### config.mk
export PLATFORM = sky130hd
export DESIGN_NAME = rc4_ctrl
export DESIGN_NICKNAME = d
export VERILOG_FILES = /design/src/rtl/rc4_pkg.sv /design/src/rtl/rc4_kidx_ctr.sv /design/src/rtl/rc4_ctrl.sv
export SDC_FILE = /design/constraint.sdc
export NUM_CORES = 1
export LEC_CHECK = 0
export BUFFER_PORTS_ARGS = -buffer_cell sky130_fd_sc_hd__clkbuf_2
export CORE_ASPECT_RATIO = 0.9
export CORE_UTILIZATION = 60
export CTS_CLUSTER_SIZE = 20
export DETAILED_ROUTE_END_ITERATION = 16
export PLACE_DENSITY = 0.95
export SYNTH_ARGS = -nofsm -noshare
export SYNTH_HDL_FRONTEND = slang
export SYNTH_HIERARCHICAL = 1
export SYNTH_SLANG_ARGS = --single-unit
### constraint.sdc
create_clock -name clk -period 6.2 [get_ports clk]
set_input_delay 1.24 -clock clk [delete_from_list [all_inputs] [get_ports clk]]
set_output_delay 1.24 -clock clk [all_outputs]
set_load 0.02 [all_outputs]
### src/rtl/rc4_pkg.sv
// RC4 sequencer shared definitions.
// State encoding and S-box sizing constants.
package rc4_pkg;

  localparam int SBOX_SIZE   = 256;
  localparam int INIT_CYCLES = SBOX_SIZE;
  localparam int KSA_CYCLES  = 2 * SBOX_SIZE;
  localparam int KEY_MAX_DEF = 32;
  localparam int LEN_W_DEF   = 16;

  typedef enum logic [2:0] {
    S_IDLE,
    S_INIT,
    S_KSA_RD,
    S_KSA_SW,
    S_P_RD,
    S_P_SW,
    S_P_OUT
  } rc4_state_e;

endpackage

### src/rtl/rc4_kidx_ctr.sv
// Key index counter for the KSA.
// Wraps at key_len-1 by compare, so no divider is needed.
module rc4_kidx_ctr
  import rc4_pkg::*;
#(
  parameter int KW = 5
) (
  input  logic          clk,
  input  logic          rst_n,
  input  logic          clr,
  input  logic          inc,
  input  logic [8:0]    key_len,
  output logic [KW-1:0] kidx
);

  logic [KW-1:0] kidx_q, kidx_d;
  logic          wrap;

  assign wrap = ({{(9-KW){1'b0}}, kidx_q}
                 == (key_len - 9'd1));
  assign kidx = kidx_q;

  always_comb begin
    kidx_d = kidx_q;
    if (clr) begin
      kidx_d = '0;
    end else if (inc) begin
      kidx_d = wrap ? '0 : kidx_q + KW'(1);
    end
  end

  always_ff @(posedge clk) begin
    if (!rst_n) kidx_q <= '0;
    else        kidx_q <= kidx_d;
  end

endmodule

### src/rtl/rc4_ctrl.sv
// RC4 S-box sequencer: INIT, KSA, then PRGA
// keystream over a valid/ready port.
module rc4_ctrl
  import rc4_pkg::*;
#(
  parameter int KEY_MAX = KEY_MAX_DEF,
  parameter int LEN_W   = LEN_W_DEF
) (
  input  logic                       clk,
  input  logic                       rst_n,
  input  logic                       start,
  input  logic [8:0]                 key_len,
  input  logic [LEN_W-1:0]           num_bytes,
  output logic [$clog2(KEY_MAX)-1:0] key_addr,
  input  logic [7:0]                 key_byte,
  output logic [7:0]                 ram_raddr_1,
  input  logic [7:0]                 ram_rdata_1,
  output logic [7:0]                 ram_waddr_2,
  output logic [7:0]                 ram_wdata_2,
  output logic [7:0]                 ram_addr_3,
  output logic [7:0]                 ram_wdata_3,
  input  logic [7:0]                 ram_rdata_3,
  output logic                       ram_wen,
  output logic [7:0]                 ks_data,
  output logic                       ks_valid,
  input  logic                       ks_ready,
  output logic                       busy,
  output logic                       done,
  output logic                       cfg_err
);

  localparam int         KW    = $clog2(KEY_MAX);
  localparam logic [8:0] KMAX9 = 9'(KEY_MAX);

  rc4_state_e       state_q, state_d;
  logic [7:0]       i_q, i_d;
  logic [7:0]       j_q, j_d;
  logic [7:0]       t_q, t_d;
  logic [LEN_W-1:0] count_q, count_d;
  logic [LEN_W-1:0] nbytes_q, nbytes_d;
  logic [8:0]       klen_q, klen_d;
  logic             done_q, done_d;
  logic             cfg_err_q, cfg_err_d;
  logic             kidx_clr, kidx_inc;
  logic [KW-1:0]    kidx;
  logic             bad_cfg;

  rc4_kidx_ctr #(.KW(KW)) u_kidx (
    .clk     (clk),
    .rst_n   (rst_n),
    .clr     (kidx_clr),
    .inc     (kidx_inc),
    .key_len (klen_q),
    .kidx    (kidx)
  );

  assign bad_cfg = (key_len == 9'd0)
                || (key_len > KMAX9)
                || (num_bytes == '0);

  assign busy    = (state_q != S_IDLE);
  assign done    = done_q;
  assign cfg_err = cfg_err_q;

  always_comb begin
    state_d     = state_q;
    i_d         = i_q;
    j_d         = j_q;
    t_d         = t_q;
    count_d     = count_q;
    nbytes_d    = nbytes_q;
    klen_d      = klen_q;
    done_d      = 1'b0;
    cfg_err_d   = 1'b0;
    kidx_clr    = 1'b0;
    kidx_inc    = 1'b0;
    key_addr    = '0;
    ram_raddr_1 = '0;
    ram_waddr_2 = '0;
    ram_wdata_2 = '0;
    ram_addr_3  = '0;
    ram_wdata_3 = '0;
    ram_wen     = 1'b0;
    ks_data     = '0;
    ks_valid    = 1'b0;
    unique case (state_q)
      S_IDLE: begin
        if (start) begin
          if (bad_cfg) begin
            cfg_err_d = 1'b1;
          end else begin
            klen_d   = key_len;
            nbytes_d = num_bytes;
            count_d  = '0;
            i_d      = '0;
            state_d  = S_INIT;
          end
        end
      end
      S_INIT: begin
        ram_wen     = 1'b1;
        ram_waddr_2 = i_q;
        ram_addr_3  = i_q;
        ram_wdata_2 = i_q;
        ram_wdata_3 = i_q;
        i_d         = i_q + 8'd1;
        if (i_q == 8'hFF) begin
          j_d      = '0;
          kidx_clr = 1'b1;
          state_d  = S_KSA_RD;
        end
      end
      S_KSA_RD: begin
        ram_raddr_1 = i_q;
        key_addr    = kidx;
        j_d         = j_q + ram_rdata_1 + key_byte;
        state_d     = S_KSA_SW;
      end
      S_KSA_SW: begin
        ram_raddr_1 = i_q;
        ram_addr_3  = j_q;
        ram_wen     = 1'b1;
        ram_waddr_2 = i_q;
        ram_wdata_2 = ram_rdata_3;
        ram_wdata_3 = ram_rdata_1;
        kidx_inc    = 1'b1;
        i_d         = i_q + 8'd1;
        if (i_q == 8'hFF) begin
          j_d     = '0;
          state_d = S_P_RD;
        end else begin
          state_d = S_KSA_RD;
        end
      end
      S_P_RD: begin
        ram_raddr_1 = i_q + 8'd1;
        i_d         = i_q + 8'd1;
        j_d         = j_q + ram_rdata_1;
        state_d     = S_P_SW;
      end
      S_P_SW: begin
        ram_raddr_1 = i_q;
        ram_addr_3  = j_q;
        ram_wen     = 1'b1;
        ram_waddr_2 = i_q;
        ram_wdata_2 = ram_rdata_3;
        ram_wdata_3 = ram_rdata_1;
        t_d         = ram_rdata_1 + ram_rdata_3;
        state_d     = S_P_OUT;
      end
      S_P_OUT: begin
        // S is not written here, so S[t] is stable
        // for the whole stall and needs no holding reg.
        ram_raddr_1 = t_q;
        ks_valid    = 1'b1;
        ks_data     = ram_rdata_1;
        if (ks_ready) begin
          count_d = count_q + LEN_W'(1);
          if (count_d == nbytes_q) begin
            done_d  = 1'b1;
            state_d = S_IDLE;
          end else begin
            state_d = S_P_RD;
          end
        end
      end
      default: state_d = S_IDLE;
    endcase
  end

  always_ff @(posedge clk) begin
    if (!rst_n) begin
      state_q   <= S_IDLE;
      i_q       <= '0;
      j_q       <= '0;
      t_q       <= '0;
      count_q   <= '0;
      nbytes_q  <= '0;
      klen_q    <= '0;
      done_q    <= 1'b0;
      cfg_err_q <= 1'b0;
    end else begin
      state_q   <= state_d;
      i_q       <= i_d;
      j_q       <= j_d;
      t_q       <= t_d;
      count_q   <= count_d;
      nbytes_q  <= nbytes_d;
      klen_q    <= klen_d;
      done_q    <= done_d;
      cfg_err_q <= cfg_err_d;
    end
  end

endmodule

; ---- After elaboration in Yosys (flattened, before gate mapping)
; Cells that the tools add are included.
[classes]
muxes = 31
order_cmp = 1
addsub = 7
n_reduce_logical = 22
n_bitwise = 2
n_eq_ne = 14
[ops]
columns = operator, n
row1 = 8-bit one-hot mux with 2 select lines, 4
row2 = 16-bit two-way mux, 3
row3 = 8-bit one-hot mux with 3 select lines, 2
row4 = 8-bit two-way mux, 5
row5 = 16-bit one-hot mux with 2 select lines, 1
row6 = 8-bit adder, 3
row7 = 3-bit one-hot mux with 7 select lines, 1
row8 = 3-bit two-way mux, 6
row9 = "16-bit by 1-bit adder with 16-bit output, second input constant", 1
row10 = 16-bit equality test, 1
row11 = 16-bit zero test, 1
row12 = 3-bit AND reduction, 4
row13 = 5-bit two-way mux, 2
row14 = "3-bit equality test, second input constant", 3
row15 = 5-bit by 9-bit equality test with 1-bit output, 1
row16 = "9-bit by 6-bit > comparator with 1-bit output, second input constant", 1
row17 = 9-bit zero test, 1
row18 = 3-bit OR reduction, 3
row19 = "9-bit by 1-bit subtractor with 9-bit output, second input constant", 1
row20 = "8-bit by 1-bit adder with 8-bit output, second input constant", 1
row21 = "8-bit equality test, second input constant", 1
row22 = "2-bit inequality test, second input constant", 4
row23 = 4-bit AND reduction, 2
row24 = 1-bit two-way mux, 7
row25 = other kinds (11), 18
[totals]
reg_bits = 75
elab_cells = 87
inputBits = 53
out_inout_bits = 58

; ---- Longest topological paths before layout
[depth]
ltp_word = 6
depth_mapped = 15
mapped_depth_nobuf = 15

; ---- Modules after synthesis
; Netlist, hierarchy kept.
[modules_own_cells]
columns = module, area_per_inst_um2, cells_per_inst, instances, seq_area_each_um2
row1 = rc4_ctrl, 5302.6, 689, 1, 1401.3
row2 = rc4_kidx_ctr, 469.2, 55, 1, 100.1

; ---- Worst setup path after synthesis
; No wires, ideal clock.
[synth_timing]
path_type = input to register
startpoint = in ram_rdata_1[0]
endpoint = reg j_q[7]
required_ns = 6.077
path_buffers = 0
t_arrival_ns = 3.604
path_slack_ns = 2.473
path_stages = 13
path_cell_list = ha_1 fa_1 a21o_1 a21oi_1 xnor2_1 ha_1 nand3_1 o211ai_1 o41ai_1 xor2_1 xnor2_1 a22oi_1 o22ai_1
[synth_via]
elab_chain_cells = 3
[synth_lines]
columns = item, line
row1 = start: declaration, rc4_ctrl.sv:17  ; input logic [7:0] ram_rdata_1,
row2 = 8-bit adder (*), "rc4_ctrl.sv:116, rc4_ctrl.sv:138"
row3 = 8-bit adder, rc4_ctrl.sv:116  ; j_d = j_q + ram_rdata_1 + key_byte;
row4 = 8-bit one-hot mux with 3 select lines (*), rc4_ctrl.sv:86  ; unique case (state_q)
row5 = end signal: assignment, rc4_ctrl.sv:185  ; j_q <= j_d;
row6 = end: declaration, rc4_ctrl.sv:37  ; logic [7:0] j_q, j_d;
; Every way passes the cells marked *; elsewhere a longest branch is shown, timed or not.
; A chain may end at the register's enable or synchronous reset.

; ---- Worst setup path after layout
[layout_timing]
startpoint = reg state_q[1]
endpoint = out key_addr[3]
[layout_via]
elab_chain_cells = 2
[layout_lines]
columns = item, line
row1 = start: declaration, rc4_ctrl.sv:35  ; rc4_state_e state_q, state_d;
row2 = start signal: assignment, rc4_ctrl.sv:183  ; state_q <= state_d;
row3 = 3-bit by 2-bit equality test with 1-bit output, rc4_ctrl.sv:86
row4 = 5-bit two-way mux, rc4_ctrl.sv:86
row5 = end: declaration, rc4_ctrl.sv:14  ; output logic [$clog2(KEY_MAX)-1:0] key_addr,
; No other way between the ends.

==> impl_metrics.py <==
metrics = {
    "sta": {
        "layout_min_cycle_time_ns": 3.96,
        "rsz0062_at_grt": "no",
        "maxSlewHeadroom_pct": 28.2,
        "slew_viol_final": 0,
        "finalHoldViolCount": 0,
        "clock.fmax_mhz": 253,
        "finalSetupViolCount": 0,
        "skew_ns": 0.0121,
        "worst_pin_slew_ns": 1.08,
        "post-route-period-util_pct": 63.8,
        "setup_tns_ns": 0,
    },
    "yosys": {
        "synthTopCellsByArea": "dfxtp_1 (26%), o21ai_0 (5.8%), xnor2_1 (5.8%), ha_1 (5.6%), nand2_1 (5.4%)",
        "synth_ff_type": "dfxtp_1",
        "mappedNetlistArea_mm2": 0.00577,
        "ys_seq_area_share_pct": 26.0,
        "yosysTopAreaCell": "dfxtp_1",
        "synth_nets": 826,
        "synth_enable_flop_cells": 0,
        "synth_warnings": 6,
        "async_flop_share_pct": 0,
        "post_synth.cell_area_avg_um2": 7.76,
        "synth_seq_cells": 75,
        "ys_types": 74,
        "synthCells": 744,
        "synth.top_cell.area_share_pct": 26.0,
    },
    "clock_network": {
        "cts_buffers": 9,
        "cts.path.max_buffers": 2,
        "clk_pin_slew_ns": 0.08,
        "worstSkewPairLatency_ns": 0.37,
        "hold_buffers": 0,
        "htreeDepth": 3,
        "cts_root_buf": "clkbuf_8",
        "cts.sinks": 75,
        "postCtsSetupBuffers": 0,
        "cts_tree": "done",
        "cts-resized-gates": 0,
    },
    "critical_path": {
        "crit_chain": "buf_4 -> nor2b_1 -> nor2b_1 -> and2_1 -> clkbuf_2",
        "cpMaxStageDelayCell": "nor2b_1",
        "crit_type": "register to primary output",
        "path_delay_family": "simple AND/OR/NAND/NOR gates",
        "path_depth": 5,
        "end_kind": "primary output",
        "arrival_ns": 2.72,
        "crit_top_cell": "nor2b_1",
        "reg2reg_depth": 13,
        "critPathLaunchType": "register",
        "crit_required_ns": 4.96,
        "worstPathMaxFanout": 41,
        "critPathBufInv": 2,
        "cpPeakStageDelay_ns": 0.87,
    },
    "route": {
        "ant_nets": 0,
        "drcViolationCount": 0,
        "routed_wl_um": 15400,
        "vias_per_cell": 6.17,
        "drt_first_pass_iters": 6,
        "via_count": 5854,
        "drt-initial-drc-count": 689,
        "wire_per_inst_um": 16.2,
    },
    "floorplanning": {
        "die-width_um": 105,
        "core-area_mm2": 0.00921,
        "die_y_um": 95.0,
        "boundaryPins": 111,
        "floorplan.initialDensity_pct": 62.7,
        "dieArea_mm2": 0.0100,
        "num_rows": 33,
    },
    "global_route": {
        "grt_pass1_vias": 5013,
        "grt-ovfl-total": 0,
        "use_met2_pct": 47.9,
        "antenna_found_initial": 0,
        "met1_usage_pct": 42.5,
        "top_usage_layer": "met2",
        "grt_pass1_wl_um": 24700,
        "grt_max_degree": 52,
        "grtUsageTotal_pct": 30.8,
        "grtUsageMet3_pct": 6.29,
    },
    "run_status": {
        "run_status": "finished clean",
    },
    "final_layout": {
        "multi_input_area_mm2": 0.00394,
        "num-fill-cells": 703,
        "layout_common_cells": "clkbuf_2 (110), nand2_1 (83), dfxtp_1 (75), o21ai_0 (67), a21oi_1 (51)",
        "drive_gt1_share_pct": 18.4,
        "utilization_pct": 70.2,
        "final_common_cell": "clkbuf_2",
        "area.growth.synth_to_final_pct": 12.0,
        "nets": 904,
        "diodes": 0,
        "register_area_mm2": 0.00150,
    },
    "min_path": {
        "min_path_type": "register to register",
        "whs_path_depth": 2,
    },
    "placed_design": {
        "dpl.hpwl_um": 11100,
        "numPortBuffers": 110,
        "gp_congestion": 0.932,
    },
    "power_and_ir_drop": {
        "cellPowerDensity_mw_per_mm2": 210,
        "ir_worst_vdd_mv": 0.139,
        "p_leak_nw": 2.66,
    },
    "run": {
        "cap_violations": 0,
    },
}
final cells by class:
class / instances / share of cell area [%]
Timing Repair Buffer: 115 / 9.10
Sequential cell: 75 / 23.2
Clock buffer: 10 / 2.13
Clock inverter: 6 / 1.10
Multi-Input combinational cell: 600 / 60.9
Inverter: 21 / 1.22
Tap cell: 122 / 2.36
worst reg2reg max path: stages (launching register included):
cell and delay, ns:
dfxtp_1 0.36, ha_1 0.23, fa_1 0.41, a21o_1 0.18
a21oi_1 0.22, xnor2_1 0.17, ha_1 0.32, nand3_1 0.13
o211ai_1 0.13, o41ai_1 0.37, xor2_1 0.24, xnor2_1 0.09
a22oi_1 0.17, o22ai_1 0.09
kinds of logic (layout without fill, tap and decap cells):
logic type / Yosys count / in the layout / share of synthesized area [%]
multiplexers: 15 / 15 / 2.62
adder cells (fa/ha/maj): 29 / 29 / 6.68
flip-flops: 75 / 75 / 26.0
buffers and inverters: 69 / 152 / 5.81
XOR/XNOR: 57 / 57 / 8.97
AND/OR/NAND/NOR: 280 / 280 / 25.7
AO/OA/AOI/OAI: 219 / 219 / 24.2
worst paths after layout:
kind	startpoint	endpoint	slack [ns]
hold / removal	t_q[4]	t_q[4]	0.46
hold reg to reg	t_q[4]	t_q[4]	0.46
setup / recovery	state_q[1]	key_addr[3]	2.24
setup reg to reg	j_q[0]	j_q[7]	2.93
registers in the layout, summed over array words and instances (netlist names):
register	count
done	1
nbytes_q	16
i_q	8
t_q	8
j_q	8
state_q	3
klen_q	9
count_q	16
cfg_err	1
u_kidx/kidx	5
synthesized netlist by cell type, types with 11 or more instances:
cell,n
xnor2_1,38
o21ai_0,67
and3_1,16
a21oi_1,51
a21boi_0,18
and2_1,25
nand2_1,83
mux2i_1,14
nor2_1,48
xor2_1,18
nand3_1,17
nand3b_1,13
a22oi_1,11
dfxtp_1,75
ha_1,26
nor2b_1,13
nor3_1,11
clkbuf_1,28
nand4_1,12
inv_1,21
stage by stage:
stage	hold WS [ns]	instances	power (mW)	instance area [um^2]	setup slack, ns
after CTS	0.458	949	1.35	6460	2.29
after floorplan	0.432	744	0.858	5770	2.47
after detailed placement	0.447	933	0.964	6260	1.97
final	0.459	949	1.36	6460	2.24
after global routing	0.476	949	1.43	6460	2.11
after global placement	0.444	933	0.951	6260	2.15
routing by layer:
metal  routed length [um]  up-vias
met4                  285        0
met2                 6890      325
met5                    0        -
met1                 6770     2672
li1                     -     2814
met3                 1440       43
where the power goes:
| group | internal (mW) | switching, mW |
|---|---|---|
| registers | 0.499 | 0.0234 |
| logic | 0.175 | 0.269 |
| clock network | 0.200 | 0.193 |
| total | 0.874 | 0.485 |
(Power assumes the default switching activity.)
